$ cat src/rtl/muldiv_sequencer.sv
// Multi-cycle MUL / DIVU / REMU sequencer that borrows the shared execute-stage ALU.
// Optional MULDIV_EARLY_OUT_EN: shorter MUL when the multiplier runs out, and fast divide-by-zero.
module muldiv_sequencer #(
  parameter int unsigned LENGTH = 32
) (
  input  logic              clk,
  input  logic              reset,
  input  logic              start,
  input  logic [1:0]        op,
  input  logic [LENGTH-1:0] operand_a,
  input  logic [LENGTH-1:0] operand_b,
  input  logic              flush,
  output logic              busy,
  output logic              done,
  output logic [LENGTH-1:0] result,
  output logic [LENGTH-1:0] alu_a,
  output logic [LENGTH-1:0] alu_b,
  output logic [4:0]        alu_control,
  input  logic [LENGTH-1:0] alu_result,
  input  logic              alu_branch_taken
);

  localparam logic [2:0] S_IDLE     = 3'd0;
  localparam logic [2:0] S_MUL_STEP = 3'd1;
  localparam logic [2:0] S_DIV_CMP  = 3'd2;
  localparam logic [2:0] S_DIV_SUB  = 3'd3;
  localparam logic [2:0] S_DONE     = 3'd4;

  localparam logic [4:0] ALU_ADD = 5'b00000;
  localparam logic [4:0] ALU_SUB = 5'b01000;
  localparam logic [4:0] ALU_GEU = 5'b10111;

  localparam logic [1:0] OP_MUL  = 2'b00;
  localparam logic [1:0] OP_DIVU = 2'b01;
  localparam logic [1:0] OP_REMU = 2'b10;

  localparam logic [4:0] LAST = 5'(LENGTH - 1);

  logic [2:0]        state_q, state_d;
  logic [1:0]        op_q, op_d;
  logic [4:0]        cnt_q, cnt_d;
  logic [LENGTH-1:0] acc_q, acc_d, mcand_q, mcand_d, mplier_q, mplier_d;
  logic [LENGTH:0]   rem_q, rem_d;
  logic [LENGTH-1:0] quo_q, quo_d, divisor_q, divisor_d;
  logic              ge_q, ge_d;
  logic              busy_q, busy_d, done_q, done_d;
  logic [LENGTH-1:0] result_q, result_d;
  logic [LENGTH:0]   rem_sub;
  logic [LENGTH-1:0] quo_sub;
  logic              accept;

  assign busy   = busy_q;
  assign done   = done_q;
  assign result = result_q;

  // ALU drive is a pure decode of registered state, so it settles right after each edge.
  always_comb begin
    alu_a       = '0;
    alu_b       = '0;
    alu_control = ALU_ADD;
    case (state_q)
      S_MUL_STEP: begin
        alu_a = acc_q;
        alu_b = mplier_q[0] ? mcand_q : '0;
      end
      S_DIV_CMP: begin
        alu_a       = rem_q[LENGTH-1:0];
        alu_b       = divisor_q;
        alu_control = ALU_GEU;
      end
      S_DIV_SUB: begin
        alu_a       = rem_q[LENGTH-1:0];
        alu_b       = divisor_q;
        alu_control = ALU_SUB;
      end
      default: ;
    endcase
  end

  always_comb begin
    state_d   = state_q;
    op_d      = op_q;
    cnt_d     = cnt_q;
    acc_d     = acc_q;
    mcand_d   = mcand_q;
    mplier_d  = mplier_q;
    rem_d     = rem_q;
    quo_d     = quo_q;
    divisor_d = divisor_q;
    ge_d      = ge_q;
    result_d  = result_q;
    done_d    = 1'b0;
    accept    = start && !busy_q && !flush;
    rem_sub   = ge_q ? {1'b0, alu_result} : rem_q;
    quo_sub   = ge_q ? {quo_q[LENGTH-1:1], 1'b1} : quo_q;

    case (state_q)
      S_IDLE: begin
        if (accept) begin
          op_d      = op;
          cnt_d     = '0;
          acc_d     = '0;
          mcand_d   = operand_a;
          mplier_d  = operand_b;
          divisor_d = operand_b;
          // First restoring-division shift is folded into the accept cycle.
          rem_d     = {{LENGTH{1'b0}}, operand_a[LENGTH-1]};
          quo_d     = {operand_a[LENGTH-2:0], 1'b0};
          case (op)
            OP_MUL:           state_d = S_MUL_STEP;
            OP_DIVU, OP_REMU: state_d = S_DIV_CMP;
            default:          state_d = S_DONE;
          endcase
        end
      end
      S_MUL_STEP: begin
        acc_d    = alu_result;
        mcand_d  = {mcand_q[LENGTH-2:0], 1'b0};
        mplier_d = {1'b0, mplier_q[LENGTH-1:1]};
        cnt_d    = cnt_q + 5'd1;
`ifdef MULDIV_EARLY_OUT_EN
        if (cnt_q == LAST || mplier_q[LENGTH-1:1] == '0) state_d = S_DONE;
`else
        if (cnt_q == LAST) state_d = S_DONE;
`endif
      end
      S_DIV_CMP: begin
        ge_d    = rem_q[LENGTH] | alu_branch_taken;
        state_d = S_DIV_SUB;
`ifdef MULDIV_EARLY_OUT_EN
        if (divisor_q == '0) begin
          // Undo the entry shift to recover the dividend as the remainder.
          quo_d   = '1;
          rem_d   = {1'b0, rem_q[0], quo_q[LENGTH-1:1]};
          state_d = S_DONE;
        end
`endif
      end
      S_DIV_SUB: begin
        cnt_d = cnt_q + 5'd1;
        if (cnt_q == LAST) begin
          rem_d   = rem_sub;
          quo_d   = quo_sub;
          state_d = S_DONE;
        end else begin
          rem_d   = {rem_sub[LENGTH-1:0], quo_sub[LENGTH-1]};
          quo_d   = {quo_sub[LENGTH-2:0], 1'b0};
          state_d = S_DIV_CMP;
        end
      end
      S_DONE: begin
        state_d = S_IDLE;
        done_d  = 1'b1;
        case (op_q)
          OP_MUL:  result_d = acc_q;
          OP_DIVU: result_d = quo_q;
          OP_REMU: result_d = rem_q[LENGTH-1:0];
          default: result_d = '0;
        endcase
      end
      default: state_d = S_IDLE;
    endcase

    if (flush && state_q != S_IDLE) begin
      state_d  = S_IDLE;
      done_d   = 1'b0;
      result_d = result_q;
    end

    busy_d = (state_d != S_IDLE) || done_d;
  end

  always_ff @(posedge clk or posedge reset) begin
    if (reset) begin
      state_q   <= S_IDLE;
      op_q      <= '0;
      cnt_q     <= '0;
      acc_q     <= '0;
      mcand_q   <= '0;
      mplier_q  <= '0;
      rem_q     <= '0;
      quo_q     <= '0;
      divisor_q <= '0;
      ge_q      <= 1'b0;
      busy_q    <= 1'b0;
      done_q    <= 1'b0;
      result_q  <= '0;
    end else begin
      state_q   <= state_d;
      op_q      <= op_d;
      cnt_q     <= cnt_d;
      acc_q     <= acc_d;
      mcand_q   <= mcand_d;
      mplier_q  <= mplier_d;
      rem_q     <= rem_d;
      quo_q     <= quo_d;
      divisor_q <= divisor_d;
      ge_q      <= ge_d;
      busy_q    <= busy_d;
      done_q    <= done_d;
      result_q  <= result_d;
    end
  end

endmodule

$ cat config.mk
export PLATFORM = sky130hd
export DESIGN_NAME = muldiv_sequencer
export DESIGN_NICKNAME = d
export VERILOG_FILES = /design/src/rtl/muldiv_sequencer.sv
export SDC_FILE = /design/constraint.sdc
export NUM_CORES = 1
export LEC_CHECK = 0
export BUFFER_PORTS_ARGS = -buffer_cell sky130_fd_sc_hd__buf_2
export CELL_PAD_IN_SITES_DETAIL_PLACEMENT = 1
export CELL_PAD_IN_SITES_GLOBAL_PLACEMENT = 2
export CORE_MARGIN = 8
export CORE_UTILIZATION = 32
export CTS_CLUSTER_DIAMETER = 200
export DETAILED_ROUTE_END_ITERATION = 8
export PLACE_DENSITY = 0.86
export SYNTH_ARGS = -nofsm -noshare
export SYNTH_HDL_FRONTEND = slang
export SYNTH_SLANG_ARGS = --single-unit
$ cat constraint.sdc
create_clock -name clk -period 6.4 [get_ports clk]
set_clock_uncertainty 0.2 [all_clocks]
set_input_delay 0.32 -clock clk [delete_from_list [all_inputs] [get_ports clk]]
set_output_delay 0.32 -clock clk [all_outputs]
set_load 0.01 [all_outputs]
* Word-level counts from Yosys, hierarchy flattened
Cells that the tools add are included.
** Storage, ports and cells
- Register bits :: 238
- Bits in latches :: 0
- Bits in writable memories :: 0
- ROM bits :: 0
- Output and inout port bits :: 103
- Memories kept :: 0
** Operators by class
- Add/subtract/negate cells :: 1
- Multipliers :: 0
- Divide/modulo/power cells :: 0
- Magnitude comparators :: 0
- Equal/unequal tests :: 11
- Shift-type cells :: 0
- Multiplexer cells :: 29
- Bitwise logic cells :: 2
- Reduce and logical (&&, ||, !) cells :: 23
** Operators with widths (number)
- one-hot mux 32 bit (2 select lines) :: 6
- 2-to-1 mux 32 bit :: 6
- 2-to-1 mux 33 bit :: 3
- one-hot mux 32 bit (3 select lines) :: 1
- one-hot mux 33 bit (2 select lines) :: 1
- one-hot mux 5 bit (2 select lines) :: 2
- 2-to-1 mux 3 bit :: 4
- one-hot mux 3 bit (4 select lines) :: 1
- AND reduction 2 bit :: 5
- equality test 3 x 2 -> 1 bit, second input constant :: 2
- one-hot mux 3 bit (2 select lines) :: 1
- nonzero test 2 bit :: 3
- nonzero test 3 bit :: 2
- OR reduction 2 bit :: 3
- adder 5 x 1 -> 5 bit, second input constant :: 1
- equality test 5 bit, second input constant :: 1
- 2-to-1 mux 5 bit :: 1
- equality test 2 x 1 -> 1 bit, second input constant :: 2
- equality test 2 bit, second input constant :: 2
- zero test 2 bit :: 2
- equality test 3 x 1 -> 1 bit, second input constant :: 1
- equality test 3 bit, second input constant :: 1
- logical AND 1 bit :: 3
- zero test 3 bit :: 1
- other kinds (8) :: 11

* Logic depth before layout (Yosys ltp)
Gate-level depths: netlist of run 1.
- Word-level depth :: 8
- Mapped depth :: 9
- Mapped depth without buffers :: 7

* Worst setup path after synthesis of run 1
Ideal clock, no wire load.
- Kind :: register to register
- Start point :: register cnt_q[0]
- End point :: register rem_q[8]
- Library setup time :: 0.133 ns
- Data arrival time :: 1.979 ns
- Data required time :: 6.067 ns
- Path slack :: 4.088 ns
- Cell stages (with the launch flop) :: 9
- Clock period less this slack :: 2.312 ns
- Path through :: dfrtp_1 -> ha_1 -> and3_1 -> ha_1 -> buf_2 -> buf_2 -> mux4_2 -> nand2_1 -> o21ai_0
** On the way
- Cells in the longest elaborated chain, start to end :: 3
** RTL lines
- start: declaration :: line 41 : logic [4:0] cnt_q, cnt_d;
- start signal: assignment :: line 191 : cnt_q <= cnt_d;
- equality test 5 bit :: line 141 : if (cnt_q == LAST) begin
- 2-to-1 mux 33 bit :: line 141
- one-hot mux 33 bit (2 select lines) :: line 97 : case (state_q)
- end signal: assignment :: line 195 : rem_q <= rem_d;
- end: declaration :: line 43 : logic [LENGTH:0] rem_q, rem_d;
Every way passes these cells.
A chain may end at the register's enable or synchronous reset.

* Final worst setup path of run 1
- Start point :: register cnt_q[0]
- End point :: register quo_q[10]
** On the way
- Cells in the longest elaborated chain, start to end :: 3
** RTL lines
- equality test 5 bit :: line 141
- 2-to-1 mux 32 bit :: line 141
- one-hot mux 32 bit (2 select lines) :: line 97
- end signal: assignment :: line 196 : quo_q <= quo_d;
- end: declaration :: line 44 : logic [LENGTH-1:0] quo_q, quo_d, divisor_q, divisor_d;
Every way passes these cells.

==> insert_results.sql, run 1 <==
INSERT INTO impl_metrics (metric_group, metric, value, unit) VALUES
('grt', 'grt_antenna_before_repair', '0', ''),
('route', 'routed_wire_length_per_instance', '21.30', 'µm'),
('grt', 'pin_count_of_the_biggest_net_entering_global_routing', '149', ''),
('pwr', 'total_switching_power', '2.438', 'mW'),
('worst_setup_path', 'worstReg2RegStart', 'cnt_q[0]$_DFFE_PP0P_', ''),
('worst_setup_path', 'critical_path.max_fanout', '35', ''),
('timing', 'timing.final.hold_violations', '0', ''),
('placed_design', 'gp_routability_congestion', '0.7883', ''),
('yosys', 'yosys_most_used_dff', 'sky130_fd_sc_hd__dfrtp_1', ''),
('placed_design', 'post-dp-hpwl', '27690', 'µm'),
('cts', 'clock-sinks', '238', ''),
('worst_setup_path', 'ff2ff_setup_slack', '2380', 'ps'),
('worst_setup_path', 'crit_path_max_incr_delay', '1150', 'ps'),
('timing', 'final.min_clock_period', '4022', 'ps'),
('grt', 'globalRouteTotalUtil', '18.81', '%'),
('layout', 'post_layout_nonfiller_instances', '1969', ''),
('floorplanning', 'chipHeight', '208.7', 'µm'),
('grt', 'grt_overflow', '0', ''),
('floorplanning', 'initial_utilization', '32.45', '%'),
('cts', 'cts.htree.levels', '1', ''),
('yosys', 'post_synth_main_area_contributors', 'sky130_fd_sc_hd__dfrtp_1 50%, sky130_fd_sc_hd__nand2_1 10%, sky130_fd_sc_hd__mux2i_1 6.2%, sky130_fd_sc_hd__a22o_1 4.7%, sky130_fd_sc_hd__mux4_2 3.6%', ''),
('min_path', 'hold-path-endpoint', 'mplier_q[0]$_DFFE_PP0P_', ''),
('layout', 'most-common-layout-cells', '318 x sky130_fd_sc_hd__nand2_1, 237 x sky130_fd_sc_hd__dfrtp_1, 205 x sky130_fd_sc_hd__buf_2', ''),
('floorplanning', 'num_rows', '70', ''),
('timing', 'fmaxAchievable', '248.6', 'MHz'),
('pwr', 'p_sw_share', '37.70', '%'),
('cts', 'cts_bufs_inserted', '29', ''),
('floorplanning', 'floorplan.die.width', '208.7', 'µm'),
('route', 'routed_wirelength', '41930', 'µm'),
('worst_setup_path', 'timing.rr.end', 'quo_q[10]$_DFFE_PP0P_', ''),
('floorplanning', 'floorplan.die_area', '43540', 'µm²'),
('min_path', 'hold_path_startpoint', 'mplier_q[0]$_DFFE_PP0P_', ''),
('placed_design', 'pre_cts_slack', '2288', 'ps'),
('worst_setup_path', 'cp-start-kind', 'flip-flop', ''),
('pwr', 'power_density', '427.6', 'nW/µm²'),
('cts', 'clkLatencyLatePin', '560', 'ps'),
('route', 'avgViaCountPerCell', '5.284', ''),
('yosys', 'async_reset_ff_share', '100.0', '%'),
('pwr', 'pwr-share-clk', '25.6', '%'),
('pwr', 'power_leakage', '7.009', 'nW'),
('yosys', 'count_of_flip_flops_with_a_built_in_enable_after_synthesis', '0', ''),
('cts', 'cts-root-buf', 'sky130_fd_sc_hd__clkbuf_16', ''),
('worst_setup_path', 'worst_setup_path_end_kind', 'flip-flop', ''),
('worst_setup_path', 'rr_worst_depth', '7', ''),
('worst_setup_path', 'crit_arrival', '4260', 'ps'),
('cts', 'cts_tree', 'yes', ''),
('timing', 'rsz0062_at_grt', 'false', ''),
('route', 'drt-pass1-iter-count', '7', ''),
('route', 'num_vias', '10400', ''),
('job', 'maxCapViolCount', '0', ''),
('pwr', 'totalPowerFinal', '6.467', 'mW'),
('cts', 'clock_input_transition_at_the_sequential_cells_of_the_worst_setup_and_hold_paths', '60', 'ps'),
('layout', 'layout_commonest_cell', 'sky130_fd_sc_hd__nand2_1', ''),
('route', 'route.antenna.remaining_nets', '0', ''),
('yosys', 'synth-seq-cells', '238', ''),
('cts', 'post_cts.repair.setup_buffers', '0', ''),
('grt', 'grt_pass1_wl', '66450', 'µm'),
('pwr', 'irDropWorstVdd', '0.0002233', 'V'),
('min_path', 'worst_hold_path.num_cells', '2', ''),
('yosys', 'synth_largest_type_area_fraction', '50.14', '%'),
('timing', 'worst_slew_pin_slew', '1299', 'ps'),
('yosys', 'synth-warning-count', '0', ''),
('placed_design', 'placement.cell_area', '13160', 'µm²'),
('worst_setup_path', 'worst-endpoint-required', '6640', 'ps'),
('yosys', 'syn_nets', '1341', ''),
('timing', 'final.setup.tns', '0', 'ps'),
('timing', 'setup_slack', '2378', 'ps'),
('run_status', 'run_status', 'finished clean', ''),
('yosys', 'number_of_different_library_cells_in_the_post_synthesis_netlist', '43', ''),
('layout', 'post-route-cell-area', '15120', 'µm²'),
('layout', 'area_delta_synth_final', '27.31', '%');
==> power groups by stage <==
| stage | clock, mW | combinational (mW) | sequential (mW) |
|---|---|---|---|
| floorplan | 0 | 1.47 | 2.53 |
| global placement | 0 | 1.99 | 2.70 |
| detailed placement | 0 | 2.07 | 2.72 |
| CTS | 1.70 | 2.13 | 2.70 |
| global route | 1.75 | 2.36 | 2.79 |
| finish | 1.66 | 2.10 | 2.71 |
==> state kept, by name, indices dropped and copies added, names as in the netlist <==
| register | count |
|---|---|
| quo_q | 32 |
| cnt_q | 5 |
| acc_q | 32 |
| mplier_q | 32 |
| result | 32 |
| busy | 1 |
| mcand_q | 32 |
| state_q | 3 |
| rem_q | 33 |
| divisor_q | 32 |
| op_q | 2 |
| done | 1 |
| ge_q | 1 |
==> synthesized netlist by cell type (2+ instances only) <==
cell type	n
sky130_fd_sc_hd__a211oi_1	2
sky130_fd_sc_hd__a21oi_1	75
sky130_fd_sc_hd__a22o_1	64
sky130_fd_sc_hd__a22oi_1	32
sky130_fd_sc_hd__a31o_1	5
sky130_fd_sc_hd__and2_1	3
sky130_fd_sc_hd__and3_1	6
sky130_fd_sc_hd__buf_1	5
sky130_fd_sc_hd__buf_2	35
sky130_fd_sc_hd__buf_4	4
sky130_fd_sc_hd__buf_6	3
sky130_fd_sc_hd__buf_8	3
sky130_fd_sc_hd__clkbuf_1	61
sky130_fd_sc_hd__dfrtp_1	238
sky130_fd_sc_hd__ha_1	5
sky130_fd_sc_hd__inv_1	8
sky130_fd_sc_hd__mux2_2	4
sky130_fd_sc_hd__mux2i_1	74
sky130_fd_sc_hd__mux4_2	19
sky130_fd_sc_hd__nand2_1	319
sky130_fd_sc_hd__nand3_1	10
sky130_fd_sc_hd__nor2_1	74
sky130_fd_sc_hd__nor2b_1	4
sky130_fd_sc_hd__nor4b_1	2
sky130_fd_sc_hd__o21ai_0	72
sky130_fd_sc_hd__o21ai_1	29
sky130_fd_sc_hd__o21bai_1	31
sky130_fd_sc_hd__o221a_2	31
==> final cells by class <==
class	count	area [µm²]
Fill cell	4173	21490
Timing Repair Buffer	325	2195
Multi-Input combinational cell	876	5405
Clock inverter	12	122.6
Inverter	8	33.78
Sequential cell	238	5957
Tap cell	468	585.6
Clock buffer	42	824.5
==> kinds of logic (layout without fill, tap and decap cells) <==
logic type | Yosys count | count (layout) | share of synthesized area, %
xor gates and xnor gates | 1 | 1 | 0.07374
adders and majority gates | 5 | 5 | 0.5266
muxes | 97 | 97 | 10.22
AOI/OAI and AO/OA | 348 | 348 | 20.03
and+or+nand+nor | 425 | 425 | 14.28
buffers and inverters | 119 | 387 | 4.729
DFF | 238 | 238 | 50.14
==> worst max-delay path: cells and delay by family, from the launching register on <==
kind | cells | cell delay (ps)
AO/OA/AOI/OAI | 2 | 340
adder cells (fa/ha/maj) | 2 | 1060
buffers and inverters | 1 | 570
flip-flops | 1 | 390
AND/OR/NAND/NOR | 2 | 1350
==> per-layer routing <==
metal	track usage, %	share of wire [%]
met3	2.933	4.2
met1	25.16	45
met2	31.00	47
met5	0	0
met4	5.954	3.2
==> repair_timing <==
| item | CTS | global route |
|---|---|---|
| resized for setup | 0 | 0 |
| endpoints found under the hold margin | 215 | 0 |
| hold buffers | 102 | 0 |
| endpoints found under the setup margin | 0 | 0 |
==> worst max path at each step <==
| stage | start | to | slack (ps) | cells after the start |
|---|---|---|---|---|
| global placement | cnt_q[0]$_DFFE_PP0P_ | quo_q[12]$_DFFE_PP0P_ | 2490 | 7 |
| floorplan | reset | acc_q[0]$_DFFE_PP0P_ | 2760 | 1 |
| finish | cnt_q[0]$_DFFE_PP0P_ | quo_q[10]$_DFFE_PP0P_ | 2380 | 7 |
| global route | cnt_q[0]$_DFFE_PP0P_ | quo_q[10]$_DFFE_PP0P_ | 1960 | 7 |
| detailed placement | cnt_q[0]$_DFFE_PP0P_ | quo_q[10]$_DFFE_PP0P_ | 2290 | 7 |
| CTS | cnt_q[0]$_DFFE_PP0P_ | quo_q[10]$_DFFE_PP0P_ | 2250 | 7 |
No activity file was read; power rests on OpenSTA's default activity.
==> inputs of run 2 (changes only) <==
Clock period 6.4 ns to 3.4 ns, I/O delays scaled along.
==> run 2 against run 1 <==
Critical path type is now reg -> out; first-iteration DRC count decreased by 17%; sequential power up 86%; cell count is 0.56% higher; critical path depth is 3 lower; die area is the same; critical endpoint is now alu_a[20]; non-clock buffer count is 12 higher; routed wire length shrank 0.76%; largest power group unchanged; sequential share of layout area shrank 0.50 points; count of clock-buffer cells in the layout fell by 3; flip-flop and latch count unchanged; global-route usage shrank 0.17 points.
==> insert_results.sql, run 2 (synthesis results as in run 1) <==
INSERT INTO impl_metrics (metric_group, metric, value, unit) VALUES
('worst_setup_path', 'crit_arrival', '2490', 'ps'),
('timing', 'final_max_slew_viol_count', '0', ''),
('layout', 'area_delta_synth_final', '28.97', '%'),
('cts', 'cts.htree.levels', '1', ''),
('layout', 'layout_commonest_cell', 'sky130_fd_sc_hd__nand2_1', ''),
('timing', 'final.min_clock_period', '2861', 'ps'),
('layout', 'most-common-layout-cells', '318 x sky130_fd_sc_hd__nand2_1, 237 x sky130_fd_sc_hd__dfrtp_1, 205 x sky130_fd_sc_hd__buf_2', ''),
('timing', 'final.setup.tns', '0', 'ps'),
('worst_setup_path', 'worst-endpoint-required', '3030', 'ps'),
('layout', 'largest-register', 'rem_q', ''),
('worst_setup_path', 'worst_setup_path_end_kind', 'primary output', ''),
('cts', 'cts_tree', 'yes', ''),
('pwr', 'power_density', '795.1', 'nW/µm²'),
('layout', 'largest_register_ffs', '33', ''),
('cts', 'post_cts.repair.setup_buffers', '0', ''),
('route', 'routed_wire_length_per_instance', '21.02', 'µm'),
('worst_setup_path', 'timing.critical_path.slowest_stage_cell', 'sky130_fd_sc_hd__nor2b_4', ''),
('timing', 'rsz0062_at_grt', 'false', ''),
('route', 'routed_wirelength', '41620', 'µm'),
('grt', 'grt_overflow', '0', ''),
('cts', 'clockBufferDepth', '3', ''),
('layout', 'drive_gt1_share', '23.28', '%'),
('floorplanning', 'io_pins', '206', ''),
('cts', 'cts-root-buf', 'sky130_fd_sc_hd__clkbuf_16', ''),
('cts', 'cts_bufs_inserted', '29', ''),
('layout', 'multi_input_comb_area', '5405', 'µm²'),
('floorplanning', 'chipHeight', '208.7', 'µm'),
('placed_design', 'number_of_port_buffers', '205', ''),
('placed_design', 'gp_routability_congestion', '0.7963', ''),
('cts', 'cts_repair_resize_count', '0', ''),
('timing', 'ratio_of_final_minimum_period_to_clock_period', '84.16', '%'),
('cts', 'clkLatencyLatePin', '540', 'ps'),
('timing', 'fmaxAchievable', '349.5', 'MHz'),
('worst_setup_path', 'critical_path.max_fanout', '32', ''),
('timing', 'timing.final.hold_violations', '0', ''),
('worst_setup_path', 'worst-setup-path-type', 'reg -> out', ''),
('route', 'drt-pass1-iter-count', '7', ''),
('pwr', 'power_leakage', '7.121', 'nW'),
('floorplanning', 'initial_utilization', '32.45', '%'),
('run_status', 'run_status', 'finished clean', ''),
('min_path', 'timing.hold.worst.class', 'in -> async', ''),
('layout', 'nFillCells', '4208', ''),
('grt', 'grt_pass1_wl', '65940', 'µm'),
('cts', 'clock-sinks', '238', ''),
('worst_setup_path', 'path_buf_inv', '2', ''),
('route', 'detail_route.iter0.violations', '589', ''),
('placed_design', 'post-dp-hpwl', '28230', 'µm'),
('route', 'avgViaCountPerCell', '5.222', ''),
('layout', 'final_net_count', '1598', ''),
('floorplanning', 'floorplan.die.width', '208.7', 'µm'),
('pwr', 'totalPowerFinal', '12.18', 'mW'),
('route', 'route.antenna.remaining_nets', '0', ''),
('pwr', 'irDropWorstVdd', '0.0004179', 'V'),
('layout', 'insertedDiodeCount', '0', ''),
('grt', 'grt_antenna_before_repair', '0', ''),
('layout', 'final_core_area_utilization', '41.85', '%'),
('placed_design', 'pre_cts_slack', '757.5', 'ps'),
('route', 'num_vias', '10340', ''),
('job', 'maxCapViolCount', '0', ''),
('cts', 'cts.hold.buffers_added', '103', ''),
('placed_design', 'placedCellCount', '1824', ''),
('floorplanning', 'num_rows', '70', ''),
('worst_setup_path', 'cp-start-kind', 'flip-flop', ''),
('floorplanning', 'floorplan.die_area', '43540', 'µm²'),
('worst_setup_path', 'crit_path_max_incr_delay', '680', 'ps'),
('timing', 'setup_violations', '0', ''),
('grt', 'globalRouteTotalUtil', '18.65', '%'),
('grt', 'pin_count_of_the_biggest_net_entering_global_routing', '97', ''),
('timing', 'setup_slack', '538.6', 'ps'),
('floorplanning', 'coreArea', '36610', 'µm²'),
('worst_setup_path', 'critical_path.cell_chain', 'nor2b_4 > buf_12 > a22o_1 > buf_2', ''),
('grt', 'first_global_vias', '11250', ''),
('layout', 'post_layout_nonfiller_instances', '1980', ''),
('timing', 'slew_headroom', '49.07', '%'),
('cts', 'clock_input_transition_at_the_sequential_cells_of_the_worst_setup_and_hold_paths', '60', 'ps'),
('route', 'drt_drc_violations_left', '0', ''),
('worst_setup_path', 'worst_path_dominant_cell_family', 'simple AND/OR/NAND/NOR gates', ''),
('layout', 'final-seq-area', '5957', 'µm²'),
('timing', 'worst_slew_pin_slew', '764.0', 'ps');
==> run 2: cell count changes in the layout (fill, tap and decap cells not counted), moves of 2 or more <==
cell | before | now
sky130_fd_sc_hd__clkinv_2 | 6 | 13
sky130_fd_sc_hd__buf_4 | 17 | 19
sky130_fd_sc_hd__clkinvlp_4 | 3 | 1
sky130_fd_sc_hd__buf_12 | 1 | 10
sky130_fd_sc_hd__clkbuf_8 | 5 | 8
sky130_fd_sc_hd__clkbuf_1 | 8 | 2
==> run 2: worst paths after layout <==
path / end / depth (start not counted) / slack, ps / start
max reg2reg: mcand_q[14]$_DFFE_PP0P_ / 5 / 730 / state_q[2]$_DFF_PP0_
max: alu_a[20] / 4 / 540 / state_q[1]$_DFF_PP0_
min: divisor_q[15]$_DFFE_PP0P_ / 3 / 100 / reset
max in group asynchronous: op_q[1]$_DFFE_PP0P_ / 4 / 2090 / reset
min in group clk: divisor_q[2]$_DFFE_PP0P_ / 4 / 180 / operand_b[2]
min reg2reg: mplier_q[13]$_DFFE_PP0P_ / 2 / 270 / mplier_q[13]$_DFFE_PP0P_
==> run 2: final cells by class <==
cell class	count	share of cell area, %
repair buffers	337	15.66
flip-flops and latches	238	38.88
well taps	468	3.822
clock buffers	39	5.505
multi-input cells	876	35.28
clock inverters	14	0.6207
inverters	8	0.2205
==> run 2: worst register-to-register path: cells and delay by family (launching register included) <==
kind	cells	cell delay [ps]
DFF	1	540
AOI/OAI and AO/OA	1	80
buffers and inverters	1	350
and+or+nand+nor	2	1030
muxes	1	330
==> run 2: report_power, final <==
group,internal [mW],switching (mW)
Clock,1.80,1.25
Combinational,1.79,2.31
Sequential,4.03,0.998
Total,7.62,4.56
==> run 2: metal layers <==
| layer | up-vias | track usage, % | share of wire (%) |
|---|---|---|---|
| li1 | 4840 | - | - |
| met1 | 5242 | 24.93 | 45 |
| met2 | 205 | 31.41 | 49 |
| met3 | 52 | 2.754 | 3.7 |
| met4 | 0 | 4.714 | 2.2 |
| met5 | - | 0 | 0 |
==> run 2: through the flow <==
| step | hold WS, ps | area, µm² |
|---|---|---|
| 2_1_floorplan | 61.29 | 11880 |
| 3_3_place_gp | 99.87 | 13350 |
| 3_5_place_dp | 108.4 | 13350 |
| 4_1_cts | 83.02 | 15320 |
| 5_1_grt | 130.9 | 15320 |
| 6_report | 95.92 | 15320 |
==> inputs of run 3 (changes only) <==
Settings changed: ABC_AREA from default to 1, CORE_UTILIZATION 32 to 33, PLACE_DENSITY 0.86 to 0.89.
Clock period 3.4 ns to 2.9 ns, I/O delays scaled along.
==> run 3 against run 2 <==
Global-route usage up 1.6 points; routed wire length is 0.68% higher; sequential share of layout area rose by 0.95 points; count of clock-buffer cells in the layout is 4 higher; die area fell by 5.7%; core utilization rose by 1.5 points; synthesized cell count rose by 14%.
==> insert_results.sql, run 3 <==
INSERT INTO impl_metrics (metric_group, metric, value, unit) VALUES
('timing', 'worst_slew_pin_slew', '887.1', 'ps'),
('yosys', 'yosys.area.top_type', 'sky130_fd_sc_hd__dfrtp_1', ''),
('timing', 'slew_headroom', '40.72', '%'),
('layout', 'layout_commonest_cell', 'sky130_fd_sc_hd__nand2_1', ''),
('layout', 'largest-register', 'rem_q', ''),
('grt', 'grt_antenna_before_repair', '2', ''),
('route', 'routed_wire_length_per_instance', '19.36', 'µm'),
('pwr', 'p_int', '9.032', 'mW'),
('min_path', 'timing.hold.worst.class', 'in -> reg', ''),
('route', 'route.antenna.remaining_nets', '0', ''),
('floorplanning', 'floorplan.die.width', '202.6', 'µm'),
('yosys', 'syn_nets', '1518', ''),
('cts', 'clockBufferDepth', '3', ''),
('yosys', 'netlist_top_cells_count', '536 x sky130_fd_sc_hd__nand2_1, 238 x sky130_fd_sc_hd__dfrtp_1, 121 x sky130_fd_sc_hd__inv_1, 113 x sky130_fd_sc_hd__o21ai_0, 97 x sky130_fd_sc_hd__nand3_1', ''),
('timing', 'fmaxAchievable', '366.3', 'MHz'),
('yosys', 'netlist_area', '11490', 'µm²'),
('cts', 'cts_repair_resize_count', '0', ''),
('floorplanning', 'floorplan.die_area', '41060', 'µm²'),
('worst_setup_path', 'worst-endpoint-required', '2560', 'ps'),
('layout', 'multi_input_comb_area', '4641', 'µm²'),
('grt', 'grt_overflow', '0', ''),
('run_status', 'run_status', 'finished clean', ''),
('cts', 'cts.htree.levels', '1', ''),
('cts', 'clock-sinks', '238', ''),
('grt', 'globalRouteTotalUtil', '20.20', '%'),
('layout', 'most-common-layout-cells', '535 x sky130_fd_sc_hd__nand2_1, 237 x sky130_fd_sc_hd__dfrtp_1, 205 x sky130_fd_sc_hd__buf_2', ''),
('timing', 'setup_violations', '0', ''),
('timing', 'final.min_clock_period', '2730', 'ps'),
('worst_setup_path', 'critical_path.max_fanout', '67', ''),
('yosys', 'synth_largest_type_area_fraction', '51.81', '%'),
('timing', 'timing.final.hold_violations', '0', ''),
('worst_setup_path', 'crit_arrival', '2390', 'ps'),
('cts', 'cts_bufs_inserted', '29', ''),
('worst_setup_path', 'worst_setup_path_end_kind', 'primary output', ''),
('layout', 'final_net_count', '1794', ''),
('cts', 'clkLatencyLatePin', '560', 'ps'),
('yosys', 'syn_area_per_cell', '8.152', 'µm²'),
('pwr', 'sequentialPowerShare', '36.1', '%'),
('timing', 'ratio_of_final_minimum_period_to_clock_period', '94.14', '%'),
('grt', 'first_global_vias', '11880', ''),
('layout', 'final_core_area_utilization', '43.40', '%'),
('layout', 'post_layout_nonfiller_instances', '2164', ''),
('route', 'routed_wirelength', '41900', 'µm'),
('yosys', 'post_synth_main_area_contributors', 'sky130_fd_sc_hd__dfrtp_1 52%, sky130_fd_sc_hd__nand2_1 18%, sky130_fd_sc_hd__o21ai_0 4.9%, sky130_fd_sc_hd__nand3_1 4.2%, sky130_fd_sc_hd__inv_1 4.0%', ''),
('yosys', 'synth-warning-count', '0', ''),
('yosys', 'synth-seq-cells', '238', ''),
('floorplanning', 'initial_utilization', '33.36', '%'),
('floorplanning', 'io_pins', '206', ''),
('route', 'avgViaCountPerCell', '5.034', ''),
('placed_design', 'post-dp-hpwl', '27770', 'µm'),
('timing', 'final_max_slew_viol_count', '0', ''),
('timing', 'whs', '163.8', 'ps'),
('pwr', 'p_sw_share', '42.07', '%'),
('floorplanning', 'coreArea', '34460', 'µm²'),
('timing', 'rsz0062_at_grt', 'false', ''),
('yosys', 'async_reset_ff_share', '100.0', '%'),
('job', 'maxCapViolCount', '0', ''),
('grt', 'grt_pass1_wl', '68010', 'µm'),
('route', 'drt_drc_violations_left', '0', ''),
('pwr', 'irDropWorstVdd', '0.0005025', 'V'),
('layout', 'final-seq-area', '5957', 'µm²'),
('worst_setup_path', 'worst-setup-path-type', 'reg -> out', ''),
('route', 'num_vias', '10890', ''),
('placed_design', 'placedCellCount', '2005', ''),
('pwr', 'pwr-share-clk', '23.6', '%'),
('floorplanning', 'num_rows', '68', ''),
('pwr', 'comb_power_share', '40.3', '%'),
('layout', 'drive_gt1_share', '19.32', '%'),
('yosys', 'synth.most_common_cell', 'sky130_fd_sc_hd__nand2_1', ''),
('pwr', 'total_switching_power', '6.560', 'mW'),
('route', 'drt-pass1-iter-count', '5', ''),
('placed_design', 'gp_routability_congestion', '0.7765', ''),
('cts', 'cts_tree', 'yes', ''),
('placed_design', 'number_of_port_buffers', '205', ''),
('worst_setup_path', 'ff2ff_setup_slack', '340', 'ps'),
('layout', 'nFillCells', '4176', ''),
('yosys', 'number_of_different_library_cells_in_the_post_synthesis_netlist', '28', ''),
('floorplanning', 'chipHeight', '202.6', 'µm'),
('yosys', 'syn_inst', '1410', ''),
('worst_setup_path', 'cp-start-kind', 'flip-flop', ''),
('cts', 'clock_input_transition_at_the_sequential_cells_of_the_worst_setup_and_hold_paths', '70', 'ps'),
('pwr', 'power_leakage', '7.488', 'nW'),
('grt', 'pin_count_of_the_biggest_net_entering_global_routing', '94', ''),
('layout', 'area_delta_synth_final', '30.09', '%'),
('yosys', 'ys_seq_area_share', '51.81', '%'),
('pwr', 'power_density', '1043', 'nW/µm²'),
('cts', 'cts-root-buf', 'sky130_fd_sc_hd__clkbuf_16', ''),
('layout', 'largest_register_ffs', '33', ''),
('route', 'detail_route.iter0.violations', '619', ''),
('yosys', 'count_of_flip_flops_with_a_built_in_enable_after_synthesis', '0', ''),
('yosys', 'yosys_most_used_dff', 'sky130_fd_sc_hd__dfrtp_1', '');
[run 3: stage by stage]
step	power (mW)	TNS, ps	cell area (µm²)	worst slack [ps]
after floorplan	9.540	-134440	11500	-564.9
after global routing	16.76	0	14950	38.65
after global placement	11.54	0	12930	623.0
final	15.59	0	14950	170.0
after detailed placement	11.81	0	12930	543.2
after CTS	15.74	0	14950	140.9
[run 3: logic make-up (layout without fill, tap and decap cells)]
| kind of cell | Yosys count | in the layout | synth area share, % |
|---|---|---|---|
| DFF | 238 | 238 | 51.81 |
| AOI/OAI and AO/OA | 259 | 259 | 13.43 |
| buffers and inverters | 216 | 514 | 7.968 |
| other | 0 | 1 | 0 |
| and+or+nand+nor | 662 | 662 | 23.33 |
| muxes | 29 | 29 | 2.841 |
| xor gates and xnor gates | 1 | 1 | 0.07621 |
| adders and majority gates | 5 | 5 | 0.5442 |
[run 3: path summary, 6_finish.rpt]
kind,startpoint,to,cells after the start
worst max-delay path,state_q[1]$_DFF_PP0_,alu_a[23],5
worst min-delay path,alu_result[3],acc_q[3]$_DFFE_PP0P_,4
worst max register to register,state_q[0]$_DFF_PP0_,op_q[0]$_DFFE_PP0P_,7
worst min register to register,mcand_q[0]$_DFFE_PP0P_,mcand_q[0]$_DFFE_PP0P_,2
max in group asynchronous,reset,result[8]$_DFFE_PP0P_,5
min in group asynchronous,reset,divisor_q[30]$_DFFE_PP0P_,4
[run 3: timing repair]
item | in CTS | in global routing
hold endpoints to repair | 440 | 0
setup buffers | 0 | 0
hold buffers | 105 | 0
[run 3: power by group through the flow]
stage	clock [mW]	sequential, mW	combinational [mW]
2_1_floorplan	0	5.47	4.07
3_3_place_gp	0	5.59	5.96
3_5_place_dp	0	5.66	6.16
4_1_cts	3.78	5.62	6.33
5_1_grt	3.89	5.81	7.06
6_report	3.69	5.62	6.28
[run 3: worst max-delay path, cell delays in order (launching register included)]
cell and delay (ps):
sky130_fd_sc_hd__dfrtp_1 450, sky130_fd_sc_hd__inv_1 110, sky130_fd_sc_hd__nand3_2 90, sky130_fd_sc_hd__buf_4 670, sky130_fd_sc_hd__o22ai_1 240, sky130_fd_sc_hd__buf_2 220
[run 3: per-layer routing]
| layer | track usage [%] | share of wire (%) | vias up |
|---|---|---|---|
| li1 | - | - | 5155 |
| met1 | 27.78 | 47 | 5444 |
| met2 | 33.16 | 47 | 232 |
| met3 | 3.188 | 4.1 | 61 |
| met4 | 4.429 | 2.0 | 2 |
| met5 | 0 | 0.043 | - |
[run 3: area by class of cell]
| cell class | instances | share of cell area (%) |
|---|---|---|
| multi-input cells | 956 | 31.04 |
| repair buffers | 334 | 15.60 |
| clock inverters | 10 | 0.5439 |
| diodes | 1 | 0.01673 |
| clock buffers | 43 | 5.941 |
| inverters | 127 | 3.221 |
| well taps | 455 | 3.807 |
| flip-flops and latches | 238 | 39.84 |
